[src/rtl/binary_coeff_sampler.sv]
// Fetches N_COEF/WORD random words from the simplerng generator into a buffer of
// binary Ring-LWE coefficients and accumulates the Hamming weight of the polynomial.
module binary_coeff_sampler #(
    parameter int WORD   = 32,
    parameter int N_COEF = 256,
    localparam int N_WORDS = N_COEF / WORD,
    localparam int AW      = $clog2(N_WORDS),
    localparam int WW      = $clog2(N_COEF + 1)
) (
    input  logic            clk,
    input  logic            reset,
    input  logic            start,
    output logic            rng_re,
    input  logic            rng_valid,
    input  logic [WORD-1:0] rng_data,
    output logic            busy,
    output logic            done,
    output logic [WW-1:0]   weight,
    input  logic [AW-1:0]   rd_addr,
    output logic [WORD-1:0] rd_data
);

    typedef enum logic [1:0] {
        IDLE = 2'd0,
        REQ  = 2'd1,
        WAIT = 2'd2,
        DONE = 2'd3
    } state_t;

    state_t state;
    state_t next_state;

    logic [AW-1:0]   word_cnt;
    logic [WORD-1:0] mem [N_WORDS];
    logic            capture;
    logic            last_word;

    function automatic logic [WW-1:0] popcount(input logic [WORD-1:0] d);
        logic [WW-1:0] c;
        c = '0;
        for (int i = 0; i < WORD; i++) begin
            c = c + WW'(d[i]);
        end
        return c;
    endfunction

    assign capture   = (state == WAIT) && rng_valid;
    assign last_word = (word_cnt == AW'(N_WORDS - 1));

    always_ff @(posedge clk) begin
        if (reset) begin
            state <= IDLE;
        end else begin
            state <= next_state;
        end
    end

    always_comb begin
        next_state = state;
        case (state)
            IDLE: if (start) next_state = REQ;
            REQ:  next_state = WAIT;
            WAIT: if (rng_valid) next_state = last_word ? DONE : REQ;
            DONE: next_state = IDLE;
            default: next_state = IDLE;
        endcase
    end

    always_comb begin
        rng_re = (state == REQ);
        busy   = (state == REQ) || (state == WAIT);
        done   = (state == DONE);
    end

    // Weight is cleared only when a new fill is accepted, so it holds after DONE.
    always_ff @(posedge clk) begin
        if (reset) begin
            word_cnt <= '0;
            weight   <= '0;
        end else if (state == IDLE && start) begin
            word_cnt <= '0;
            weight   <= '0;
        end else if (capture) begin
            weight <= weight + popcount(rng_data);
            if (!last_word) begin
                word_cnt <= word_cnt + AW'(1);
            end
        end
    end

    // The buffer itself is never reset; contents survive reset and partial fills.
    always_ff @(posedge clk) begin
        if (!reset && capture) begin
            mem[word_cnt] <= rng_data;
        end
    end

    always_ff @(posedge clk) begin
        if (reset) begin
            rd_data <= '0;
        end else begin
            rd_data <= mem[rd_addr];
        end
    end

endmodule

[config.mk]
export PLATFORM = sky130hd
export DESIGN_NAME = binary_coeff_sampler
export DESIGN_NICKNAME = d
export VERILOG_FILES = /design/src/rtl/binary_coeff_sampler.sv
export SDC_FILE = /design/constraint.sdc
export NUM_CORES = 1
export LEC_CHECK = 0
export BUFFER_PORTS_ARGS = -buffer_cell sky130_fd_sc_hd__buf_4
export CORE_MARGIN = 2
export CORE_UTILIZATION = 25
export DETAILED_ROUTE_END_ITERATION = 6
export REMOVE_ABC_BUFFERS = 1
export SLEW_MARGIN = 40
export SYNTH_ARGS = -nofsm -noshare
export SYNTH_HDL_FRONTEND = slang
export SYNTH_SLANG_ARGS = --single-unit
[constraint.sdc]
create_clock -name clk -period 8.9 [get_ports clk]
set_input_delay 1.335 -clock clk [delete_from_list [all_inputs] [get_ports clk]]
set_output_delay 1.335 -clock clk [all_outputs]
set_load 0.1 [all_outputs]
==> reports/qor.txt, run 1 <==
Status -> complete, no violations
Routed vias -> 5892
Post-Layout Cell Count -> 1369
Commonest non-fill, non-tap cells in the layout -> 256 x edfxtp_1, 91 x buf_4, 63 x mux4_2
Post-CTS setup repair buffer count -> 0
TritonCTS clock tree -> done
Antenna violations before repair -> 1
R2R setup slack -> 4.31 ns
Final TNS setup -> 0 ns
Worst endpoint required time -> 9.39 ns
RSZ-0062 raised after global routing -> no
Final instance area -> 14500 um^2
Mean Syn Cell Area -> 19.3 um^2
Number of synthesized flops with an enable pin -> 256
Mapped Area -> 12100 um^2
Number of max-cap violations -> 0
Drt via density -> 4.30
Crit Path Class -> in2reg
Clk_skew -> 0.0186 ns
Antenna diodes -> 0
Die H -> 224 um
Most common cell after layout, fill and taps aside -> edfxtp_1
Port bufs -> 82
Largest area contributor in the netlist -> edfxtp_1
Pwr Density -> 250 nW/um^2
Clock tree root driver cell -> clkbuf_16
Share of post-route cells with drive strength above 1 -> 27.5%
Synth cell types -> 37
R2R cell count -> 13
CTS Buffer Depth -> 3
Min cycle time layout -> 5.72 ns
Nets -> 816
Dpl cells -> 1311
Core area -> 47800 um^2
Post-synth top area share -> 63.4%
Slew Viols, Final -> 0
Ys flop type -> edfxtp_1
DIE WIDTH -> 224 um
Hold_buf cts -> 0
Die area -> 50300 um^2
First-iteration detailed-routing DRC count -> 446
Layout Utilization -> 30.3%
Post-DRT Antenna Nets -> 0
Largest net degree at the start of global routing -> 65
Clock Latency Late Sink -> 0.57 ns
Row count -> 80
Clock-pin slew on the worst setup and hold paths -> 0.06 ns
RePlAce Congestion -> 0.722
DRC -> 0
Resize count post-CTS -> 0
CP arrival -> 6.21 ns
Leading cell types by total area after synthesis -> edfxtp_1 63%, mux4_2 12%, dfxtp_1 7.6%
Leak -> 5.06 nW
Maximum VDD drop -> 182 uV
CTS H-tree lvls -> 1
Sinks on Clock Net -> 302
DP Wirelength -> 16200 um
Mapped Cells -> 630
Hold path cells -> 2
Async set-reset flop share out of synthesis -> 0%
Crit Path Max Fanout -> 9
TritonRoute pass-1 iters -> 5
Drt total wl -> 26900 um
Slew HR -> 49.7%
GRT Residual Overflow -> 0
GRT Overall Usage -> 10.9%
Slew at the pin with the worst max-slew slack -> 0.755 ns
Sequential element share of the synthesized area -> 71.0%
Starting Density -> 25.3%
Placement Cell Area -> 13500 um^2
Final setup fails -> 0
Growth of design area from synthesis to finish -> 19.5%
Fmax -> 175 MHz
Ys Warns -> 0
Hold Crit Class -> reg2reg
Critical Path End Type -> register
Vias in the first global route -> 6264
Routed len/inst -> 19.6 um
Number of buffers created by CTS -> 31
First-pass GRT wire length -> 40400 um
Endpoints failing hold -> 0
Fillers -> 4680
Register bit count reported by yosys -> 302
Final Cycle Share -> 64.3%
I/O pins -> 83
CP startpoint kind -> primary input
[worst max-delay path, cell delays in order]
cell and delay, ns:
buf_4 0.15, fa_1 0.57, inv_1 0.06, fa_1 0.49, fa_1 0.48, fa_1 0.56
fa_1 0.44, fa_1 0.53, fa_1 0.19, inv_1 0.06, fa_1 0.47, a211oi_1 0.25
o21ai_0 0.18, o21ai_0 0.25, mux2i_1 0.20
[power breakdown]
part           switching [mW]  internal, mW  total, mW
combinational           0.458         0.273      0.731
clock                   0.532         0.794       1.33
sequential             0.0139          1.56       1.57
total                    1.00          2.62       3.63
[path summary, 6_finish.rpt]
path,from,to
worst min-delay path,weight[8]$_SDFFE_PP0P_,weight[8]$_SDFFE_PP0P_
worst max register to register,weight[0]$_SDFFE_PP0P_,weight[8]$_SDFFE_PP0P_
worst max-delay path,rng_data[17],weight[8]$_SDFFE_PP0P_
worst min register to register,weight[8]$_SDFFE_PP0P_,weight[8]$_SDFFE_PP0P_
[sequential cells by signal, summed over array words and instances (netlist names)]
register and cells:
mem 256, rd_data 32, state 2, weight 9, word_cnt 3
[per-stage QoR]
stage          power [mW]  hold WS (ns)  setup slack, ns
3_5_place_dp         2.34         0.469             2.66
3_3_place_gp         2.33         0.461             2.65
4_1_cts              3.68         0.480             3.19
5_1_grt              3.81         0.522             2.92
2_1_floorplan        2.13         0.516             3.13
6_report             3.63         0.481             3.18
[synth_stat cells (all sizes together), types with 5 or more instances]
cell and count:
nor3 6, o21ai 8, edfxtp 256, mux2i 34, fa 26, inv 39, clkbuf 6, dfxtp 46
nor2 46, ha 22, nand3 5, buf 20, mux4 64, nand2 10, a21oi 10
[metal layers]
layer	up-vias	wire (um)	global-route usage (%)
met5	-	0	0
met4	0	501	2.41
met3	42	1500	2.12
met2	157	12600	17.4
met1	3053	12300	15.4
li1	2640	-	-
[area by class of cell]
cell class | count | area [um^2] | area share, %
multi-input cells | 263 | 3240 | 22.3
flip-flops and latches | 302 | 8610 | 59.4
clock inverters | 16 | 210 | 1.45
well taps | 615 | 769 | 5.31
clock buffers | 42 | 827 | 5.71
repair buffers | 92 | 694 | 4.79
inverters | 39 | 146 | 1.01
[cell families (layout without fill, tap and decap cells)]
group           Yosys count  count (layout)  synth area share, %
xor+xnor                  2               2                0.144
buf+inv                  65             189                 2.90
simple gates             81              81                 2.91
fa+ha+maj                48              48                 6.56
flops                   302             302                 71.0
compound gates           34              34                 1.78
mux                      98              98                 14.7
(Power assumes the default switching activity.)
==> inputs of run 2 (changes only) <==
--- a/config.mk
+++ b/config.mk
@@ -5,6 +5,7 @@
 export SDC_FILE = /design/constraint.sdc
 export NUM_CORES = 1
 export LEC_CHECK = 0
+export ABC_AREA = 1
 export BUFFER_PORTS_ARGS = -buffer_cell sky130_fd_sc_hd__buf_4
 export CORE_MARGIN = 2
 export CORE_UTILIZATION = 25
==> constraint.sdc (replaced) <==
create_clock -name clk -period 5.6 [get_ports clk]
set_input_delay 0.84 -clock clk [delete_from_list [all_inputs] [get_ports clk]]
set_output_delay 0.84 -clock clk [all_outputs]
set_load 0.1 [all_outputs]
==> run 2 against run 1 <==
Net effect:
- first-iteration DRC count up 46%
- combinational power up 74%
- count of clock-buffer cells in the layout shrank 2
- register-to-register slack worse by 3.2 ns
- core utilization down 0.25 points
- die area is 2.7% higher
- global-route usage increased by 0.88 points
- non-clock buffer count rose by 7
- synthesized area up 2.8%
- sequential cell count unchanged
- synthesized cell count up 60%
- sequential share of layout area decreased by 0.98 points
==> reports/qor.txt, run 2 <==
Hold_buf cts -> 0 (unchanged)
Register bit count reported by yosys -> 302 (unchanged)
Clock Latency Late Sink -> 0.55 ns (-0.02 ns)
Fmax -> 201 MHz
Number of synthesized flops with an enable pin -> 256 (unchanged)
Post-Synth Adder-Cell Area -> 6.38% (-0.18 points)
PnR Total Power -> 5.72 mW (+58%)
Drt via density -> 4.37 (+1.6%)
Mapped Area -> 12500 um^2 (+2.8%)
Regs by FF count -> mem (256), rd_data (32), weight (9)
Clock-pin slew on the worst setup and hold paths -> 0.06 ns (about the same)
Resize count post-CTS -> 0 (unchanged)
Routed vias -> 7754 (+32%)
Vias in the first global route -> 7496 (+20%)
Starting Density -> 25.4% (+0.063 points)
Commonest non-fill, non-tap cells in the layout -> 256 x edfxtp_1, 224 x nor2_1, 124 x o21ai_0
Critical path's slowest cell -> fa_1
Final TNS setup -> 0 ns (unchanged)
Endpoints failing hold -> 0 (unchanged)
XOR/XNOR Fraction of Synth Area -> 0.141% (-0.0039 points)
Maximum VDD drop -> 360 uV (+98%)
Compound-Gate Fraction of Synth Area -> 9.74% (+8.0 points)
Number of buffers created by CTS -> 29 (-6.5%)
Mapped Cells -> 1011 (+60%)
Worst endpoint required time -> 6.05 ns (-3.34 ns)
Routed len/inst -> 17.1 um (-13%)
Antenna diodes -> 0 (unchanged)
Status -> complete, no violations
First-iteration detailed-routing DRC count -> 650 (+46%)
Post-CTS setup repair buffer count -> 0 (unchanged)
Final Cycle Share -> 88.9%
Top-count cell post-synth -> edfxtp_1
Crit path largest cell delay -> 0.56 ns (about the same)
Row count -> 81 (+1.3%)
I/O pins -> 83 (unchanged)
Number of max-cap violations -> 0 (unchanged)
Leak -> 5.27 nW (+4.0%)
Final instance area -> 14700 um^2 (+1.7%)
Largest area contributor in the netlist -> edfxtp_1
Placement Cell Area -> 13800 um^2 (+2.4%)
Growth of design area from synthesis to finish -> 18.2%
Crit Path Max Fanout -> 9 (unchanged)
Mux contribution to synthesized area -> 0% (-15 points)
Async set-reset flop share out of synthesis -> 0% (unchanged)
Biggest register -> mem
TritonCTS clock tree -> done
Max reg flops -> 256 (unchanged)
Most used cell, CP -> fa_1
GRT Overall Usage -> 11.8% (+0.88 points)
CP arrival -> 5.43 ns (-0.78 ns)
Final setup fails -> 0 (unchanged)
Share of post-route cells with drive strength above 1 -> 14.8% (-13 points)
Clock tree root driver cell -> clkbuf_16
Clk_skew -> 0.0124 ns (-0.00622 ns)
Hold slack final -> 0.489 ns (+0.00802 ns)
RSZ-0062 raised after global routing -> no
Die H -> 227 um (+1.4%)
Dpl ws -> 0.0613 ns (-2.60 ns)
Ys flop type -> edfxtp_1
CTS H-tree lvls -> 1 (unchanged)
CP startpoint kind -> primary input
Drt total wl -> 30200 um (+12%)
Mean Syn Cell Area -> 12.3 um^2 (-36%)
DRC -> 0 (unchanged)
Hold Crit Class -> reg2reg
Post-synth top area share -> 61.7% (-1.7 points)
Synth cell types -> 26 (-30%)
Antenna violations before repair -> 1 (unchanged)
Dpl cells -> 1721 (+31%)
Leading cell types by total area after synthesis -> edfxtp_1 62%, dfxtp_1 7.4%, nor2_1 7.0%
Crit Path Class -> in2reg
DIE WIDTH -> 227 um (+1.4%)
Slew Viols, Final -> 0 (unchanged)
Slew at the pin with the worst max-slew slack -> 0.685 ns (-0.0698 ns)
Post-Layout Cell Count -> 1774 (+30%)
Largest net degree at the start of global routing -> 77 (+18%)
Largest family of logic cells by synthesized area -> simple AND/OR/NAND/NOR gates
First-pass GRT wire length -> 46000 um (+14%)
Most common cell after layout, fill and taps aside -> edfxtp_1
Crit path cell chain -> buf_4, fa_1, inv_1, fa_1, fa_1, fa_1, fa_1, fa_1, fa_1, inv_1, fa_1, nand3_1, nand3_1, nand2_1, nand2_1, nand2_1, nand3_1, nand2_1, inv_1
Post-DRT Antenna Nets -> 0 (unchanged)
Synth cell count leaders -> 256 x edfxtp_1, 232 x nor2_1, 124 x o21ai_0, 71 x nand2_1, 65 x inv_1
Sequential element share of the synthesized area -> 69.1% (-1.9 points)
Ys Warns -> 0 (unchanged)
Slew HR -> 54.2% (+4.5 points)
TritonRoute pass-1 iters -> 5 (unchanged)
Pwr Density -> 388 nW/um^2 (+55%)
Critical Path End Type -> register
Core area -> 49100 um^2 (+2.5%)
Nets -> 1176 (+44%)
Layout Utilization -> 30.0% (-0.25 points)
Port bufs -> 82 (unchanged)
DP Wirelength -> 18200 um (+12%)
RePlAce Congestion -> 0.760 (+5.3%)
Min cycle time layout -> 4.98 ns
CTS Buffer Depth -> 3 (unchanged)
Die area -> 51700 um^2 (+2.7%)
Final WS setup -> 0.622 ns (-2.56 ns)
Post-synthesis simple-gate area fraction -> 10.1% (+7.2 points)
Sinks on Clock Net -> 302 (unchanged)
GRT Residual Overflow -> 0 (unchanged)
[run 2: per-layer routing]
layer  GRT usage (%)  routed length (um)  part of all wire (%)
met1            16.7               13900                    46
met2            18.8               14100                    47
met3            2.39                1740                   5.7
met4            2.02                 505                   1.7
met5               0                  12                 0.040
[run 2: path summary, 6_finish.rpt]
check / startpoint / endpoint / slack, ns / depth (start not counted)
setup / recovery: rng_data[0] / weight[6]$_SDFFE_PP0P_ / 0.62 / 19
hold / removal: weight[8]$_SDFFE_PP0P_ / weight[8]$_SDFFE_PP0P_ / 0.49 / 2
setup reg to reg: weight[0]$_SDFFE_PP0P_ / weight[6]$_SDFFE_PP0P_ / 1.09 / 17
hold reg to reg: weight[8]$_SDFFE_PP0P_ / weight[8]$_SDFFE_PP0P_ / 0.49 / 2
[run 2: cell families (layout without fill, tap and decap cells)]
logic type / Yosys count / in the layout
AND/OR/NAND/NOR: 324 / 324
flip-flops: 302 / 302
AO/OA/AOI/OAI: 217 / 217
buffers and inverters: 118 / 217
adder cells (fa/ha/maj): 48 / 48
XOR/XNOR: 2 / 2
[run 2: cell type report]
cell class | instances | area [um^2]
Timing Repair Buffer | 99 | 759
Inverter | 66 | 253
Clock inverter | 12 | 115
Sequential cell | 302 | 8610
Fill cell | 5009 | 34300
Clock buffer | 40 | 828
Multi-Input combinational cell | 591 | 3340
Tap cell | 664 | 831
[run 2: report_power, final]
group / switching (mW) / leakage [nW] / internal, mW
Combinational: 0.844 / 2.11 / 0.424
Clock: 0.824 / 0.473 / 1.12
Sequential: 0.0235 / 2.68 / 2.48
[run 2: worst max-delay path, delay by kind of cell]
| family | cells | cell delay [ns] |
|---|---|---|
| adder cells (fa/ha/maj) | 8 | 3.67 |
| buffers and inverters | 4 | 0.31 |
| AND/OR/NAND/NOR | 7 | 0.60 |
